### src/rtl/axi_read_arbiter_pkg.sv
// axi_read_arbiter_pkg: shared FSM encoding and fixed AXI read-address constants
package axi_read_arbiter_pkg;
  typedef enum logic [1:0] {IDLE, ADDR, DATA} state_t;
  localparam logic [2:0] ARSIZE_64B = 3'd6;
  localparam logic [1:0] BURST_INCR = 2'b01;
endpackage

### src/rtl/axi_read_arbiter_rr_picker.sv
// rr_picker: round-robin pick of the first request at or after last_i+1 (mod N)
module rr_picker #(
  parameter int N  = 3,
  parameter int IW = (N > 1) ? $clog2(N) : 1
) (
  input  logic [N-1:0]  req_i,
  input  logic [IW-1:0] last_i,
  output logic [IW-1:0] idx_o,
  output logic          valid_o
);
  logic [IW-1:0] c;
  always_comb begin
    c = '0;
    idx_o = '0;
    valid_o = |req_i;
    // walk from farthest to nearest so the nearest requester wins
    for (int i = N; i >= 1; i--) begin
      c = IW'((int'(last_i) + i) % N);
      if (req_i[c]) idx_o = c;
    end
  end
endmodule

### src/rtl/axi_read_arbiter.sv
// axi_read_arbiter: round-robin arbiter sharing one AXI read master, one burst at a time
module axi_read_arbiter
  import axi_read_arbiter_pkg::*;
#(
  parameter int NUM_REQ = 3,
  parameter int ADDR_W  = 32,
  parameter int DATA_W  = 512
) (
  input  logic                      system_clk,
  input  logic                      system_rst_n,
  input  logic [NUM_REQ-1:0]        req_valid,
  input  logic [NUM_REQ*ADDR_W-1:0] req_addr,
  input  logic [NUM_REQ*8-1:0]      req_len,
  output logic [NUM_REQ-1:0]        req_ready,
  output logic [NUM_REQ-1:0]        rd_valid,
  input  logic [NUM_REQ-1:0]        rd_ready,
  output logic [DATA_W-1:0]         rd_data,
  output logic                      rd_last,
  output logic [ADDR_W-1:0]         m00_axi_araddr,
  output logic [7:0]                m00_axi_arlen,
  output logic [2:0]                m00_axi_arsize,
  output logic [1:0]                m00_axi_arburst,
  output logic                      m00_axi_arvalid,
  input  logic                      m00_axi_arready,
  input  logic [DATA_W-1:0]         m00_axi_rdata,
  input  logic [1:0]                m00_axi_rresp,
  input  logic                      m00_axi_rlast,
  input  logic                      m00_axi_rvalid,
  output logic                      m00_axi_rready,
  output logic                      busy,
  output logic                      rresp_err
);
  localparam int IW = (NUM_REQ > 1) ? $clog2(NUM_REQ) : 1;
  state_t state_q, state_d;
  logic [IW-1:0] grant_q, grant_d, last_q, last_d, pick_idx;
  logic [ADDR_W-1:0] addr_q, addr_d;
  logic [7:0] len_q, len_d;
  logic err_q, err_d, pick_valid, r_hs;
  rr_picker #(.N(NUM_REQ), .IW(IW)) u_pick (
    .req_i  (req_valid),
    .last_i (last_q),
    .idx_o  (pick_idx),
    .valid_o(pick_valid)
  );
  assign r_hs = state_q == DATA && m00_axi_rvalid && rd_ready[grant_q];
  always_comb begin
    state_d = state_q;
    grant_d = grant_q;
    last_d = last_q;
    addr_d = addr_q;
    len_d = len_q;
    err_d = err_q | (r_hs && m00_axi_rresp != 2'b00);
    req_ready = '0;
    rd_valid = '0;
    m00_axi_arvalid = state_q == ADDR;
    m00_axi_rready = 1'b0;
    case (state_q)
      IDLE: if (pick_valid) begin
        grant_d = pick_idx;
        addr_d = req_addr[int'(pick_idx)*ADDR_W +: ADDR_W];
        len_d = req_len[int'(pick_idx)*8 +: 8];
        state_d = ADDR;
      end
      ADDR: if (m00_axi_arready) begin
        req_ready[grant_q] = 1'b1;
        state_d = DATA;
      end
      DATA: begin
        rd_valid[grant_q] = m00_axi_rvalid;
        m00_axi_rready = rd_ready[grant_q];
        if (r_hs && m00_axi_rlast) begin
          last_d = grant_q;
          state_d = IDLE;
        end
      end
      default: state_d = IDLE;
    endcase
  end
  assign rd_data = state_q == DATA ? m00_axi_rdata : '0;
  assign rd_last = state_q == DATA && m00_axi_rlast;
  assign busy = state_q != IDLE;
  assign rresp_err = err_q;
  assign m00_axi_araddr = addr_q;
  assign m00_axi_arlen = len_q;
  assign m00_axi_arsize = ARSIZE_64B;
  assign m00_axi_arburst = BURST_INCR;
  always_ff @(posedge system_clk) begin
    if (!system_rst_n) begin
      state_q <= IDLE;
      grant_q <= '0;
      last_q <= IW'(NUM_REQ - 1);
      addr_q <= '0;
      len_q <= '0;
      err_q <= 1'b0;
    end else begin
      state_q <= state_d;
      grant_q <= grant_d;
      last_q <= last_d;
      addr_q <= addr_d;
      len_q <= len_d;
      err_q <= err_d;
    end
  end
endmodule

### config.mk
export PLATFORM = sky130hd
export DESIGN_NAME = axi_read_arbiter
export DESIGN_NICKNAME = d
export VERILOG_FILES = /design/src/rtl/axi_read_arbiter_pkg.sv /design/src/rtl/axi_read_arbiter_rr_picker.sv /design/src/rtl/axi_read_arbiter.sv
export SDC_FILE = /design/constraint.sdc
export NUM_CORES = 1
export LEC_CHECK = 0
export ABC_CLOCK_PERIOD_IN_PS = 5300
export BUFFER_PORTS_ARGS = -buffer_cell sky130_fd_sc_hd__buf_2
export CAP_MARGIN = 25
export CORE_AREA = 2 2 478 480
export CTS_CLUSTER_SIZE = 24
export DETAILED_ROUTE_END_ITERATION = 16
export DIE_AREA = 0 0 480 482
export PLACE_DENSITY = 0.3
export SLEW_MARGIN = 20
export SYNTH_ARGS = -nofsm -noshare
export SYNTH_HDL_FRONTEND = slang
export SYNTH_SLANG_ARGS = --single-unit
### constraint.sdc
create_clock -name system_clk -period 5.3 [get_ports system_clk]
set_input_delay 0.265 -clock system_clk [delete_from_list [all_inputs] [get_ports system_clk]]
set_output_delay 0.265 -clock system_clk [all_outputs]
set_load 0.05 [all_outputs]
==> results.json <==
{
  "final_cell_count_no_fill": 5167,
  "post-dp-hpwl_mm": 173.8,
  "period_needed_ps": 2992,
  "fp.dieW_um": 480,
  "htreeDepth": 2,
  "yosys_warnings": 0,
  "multi_input_area_sq_um": 5154,
  "drt_iter0_markers": 497,
  "p_leak_uw": 0.008232,
  "hold_start": "req_addr[47]",
  "cp_max_fo": 23,
  "start_util": 0.02873,
  "grt_pass1_vias": 12267,
  "drt_wl_total_mm": 183.6,
  "syn2layout_area_growth_pct": 153.1,
  "slew_headroom": 0.3484,
  "design.core.area_sq_um": 226400,
  "rsz0062_at_grt": "false",
  "synthCells": 940,
  "synth.area.top_cells": "and2_1, dfxtp_1, clkbuf_1",
  "crit_arrival_ps": 3210,
  "portBuffers": 1207,
  "vias_per_cell": 2.553,
  "holdBufCountCts": 0,
  "antenna_found_initial": 287,
  "maxCapViolations": 0,
  "grt_pass1_wl_mm": 207.5,
  "ant_nets": 0,
  "dp_cells": 5072,
  "numCtsBuffers": 5,
  "routedWlPerCell_um": 35.54,
  "hold_viol": 0,
  "holdCritPathClass": "in2reg",
  "start_kind": "register",
  "clock_sinks": 47,
  "place_area_sq_um": 16050,
  "dp_slack_ps": 2276,
  "tightest_slew_ps": 977.4,
  "skew_ps": 12.76,
  "dieArea_sq_um": 231400,
  "clock_latency_ps": 310,
  "finalCritPeriodShare": 0.5646,
  "ir_drop_mv": 0.1154,
  "dieHeight_um": 482,
  "worstRegToRegCells": 8,
  "syn_avg_cell_area_sq_um": 6.919,
  "r2r-start": "last_q[0]",
  "synth-seq-cells": 47,
  "final_util": 0.07269,
  "clkTransAtPathRegs_ps": 80,
  "final_nets": 2720,
  "setup_ws_ps": 2308,
  "cts.path.max_buffers": 2,
  "synth_top_area_share": 0.4935,
  "drive_gt1_frac": 0.6192,
  "synth_top_area_cell": "and2_1",
  "fmax_ghz": 0.3342,
  "ctsResizeCount": 0,
  "fillers": 27053,
  "crit_type": "reg2reg",
  "postCtsSetupBuffers": 0,
  "critPathRequiredTime_ps": 5520,
  "crit_start": "last_q[0]",
  "rows": 175,
  "pin_count": 1213,
  "setup_violations": 0,
  "synth_area_sq_um": 6504,
  "r2r-end": "m00_axi_araddr[2]",
  "grtUsageTotal": 0.1500,
  "power_density_nw_per_um2": 165.4,
  "cts_root_buffer": "clkbuf_16",
  "fin_setup_tns_ps": 0,
  "slew_violations": 0,
  "status": "finished, final reports clean",
  "final_area_sq_um": 16460,
  "dr_total_vias": 13189,
  "grt-ovfl-total": 0,
  "yosysSeqAreaShare": 0.1447,
  "rrSetupSlack_ps": 2310,
  "drt_pre_antenna_iters": 4,
  "worstSetupEndpoint": "m00_axi_araddr[2]",
  "ys_types": 39,
  "routabilityCongestion": 0.9013,
  "drc_errors": 0,
  "cts_tree": "done",
  "grt_max_degree": 180,
  "seq_area_sq_um": 940.9,
  "cp-end-kind": "register"
}
[cell usage after synthesis, drive strengths merged]
cell     instances
dfxtp           47
a31oi           11
clkbuf          80
nor3b            2
a211oi           1
nor2b            3
o221ai          31
a2bb2oi         31
nand2           69
buf             20
nor2            13
o21ai           14
o22a             1
conb             2
a221o            1
mux2i            4
nand3           12
a31o             1
or2              4
o31a             1
o21a            11
o211ai           1
ha               4
and2           513
o31ai           11
nor3             4
nand3b           2
nand4           30
inv              6
a21oi            6
nand2b           4
[final cells by class]
| type | count | area share |
|---|---|---|
| multi-input cells | 790 | 0.3131 |
| well taps | 3009 | 0.2288 |
| repair buffers | 1221 | 0.3757 |
| clock inverters | 2 | 0.002357 |
| diodes | 86 | 0.01308 |
| clock buffers | 6 | 0.008438 |
| inverters | 6 | 0.001368 |
| flip-flops and latches | 47 | 0.05717 |
[registers in the layout (all words and copies together) (netlist names)]
name,cells
state_q,2
rresp_err,1
m00_axi_arlen,8
grant_q,2
last_q,2
m00_axi_araddr,32
[cell usage in the layout, fill, tap and decap left out, types with 2 or more instances in the layout]
cell type and n:
conb_1 5, nand3b_1 2, buf_4 11, inv_1 4
nand2_2 21, diode_2 86, inv_2 2, nor3b_1 2
nand2b_1 4, o221ai_1 11, nor2_1 10, buf_2 1207
a2bb2oi_1 31, nand4_1 30, o21a_1 11, o31ai_1 10
a21oi_1 5, nor2b_1 2, o21ai_0 14, nand3_1 12
nor3_1 4, mux2i_1 4, nor2_4 2, dfxtp_1 47
nand2_1 48, clkbuf_16 5, buf_12 3, o221ai_2 20
ha_1 4, or2_2 3, and2_1 513, a31oi_1 11
[worst min-delay path by stage]
stage	endpoint	slack (ps)	depth (start not counted)
5_1_grt	m00_axi_araddr[17]	200	3
3_5_place_dp	rresp_err	470	2
3_3_place_gp	rresp_err	450	2
6_report	m00_axi_araddr[15]	200	3
2_1_floorplan	m00_axi_araddr[10]	420	2
4_1_cts	m00_axi_araddr[15]	190	3
[power by group]
part           switching, uW  internal [uW]
Combinational           1410            449
Sequential              50.5            396
Clock                    180            239
[critical path: stages (launching register included)]
cell       delay (ps)
dfxtp_1           350
inv_1              90
ha_1              280
nor2b_1           260
a2bb2oi_1         150
o31ai_4           870
buf_4             460
nand3_1           150
a31oi_1           260
[cells by family after synthesis]
group                    after synthesis  synth area share
AND/OR/NAND/NOR                      656            0.6048
AO/OA/AOI/OAI                        121            0.1647
buffers and inverters                106           0.07080
flip-flops                            47            0.1447
multiplexers                           4          0.006156
adder cells (fa/ha/maj)                4          0.007696
other                                  2          0.001155
[metal layers]
layer,vias to the layer above,track usage,part of all wire,wire length (um)
met4,64,0.02187,0.031,5725
met5,-,0.01328,0.0023,423
met3,526,0.09679,0.15,27110
met2,1290,0.2825,0.51,93430
met1,5891,0.1350,0.31,56950
li1,5418,-,-,-
[stage by stage]
stage / hold slack [ps] / power [uW]
finish: 198.3 / 2722
floorplan: 419.4 / 1424
global placement: 452.9 / 2373
detailed placement: 473.3 / 2359
global route: 204.7 / 2848
CTS: 192.2 / 2786
Note: power is estimated with default switching activity, not from simulation.
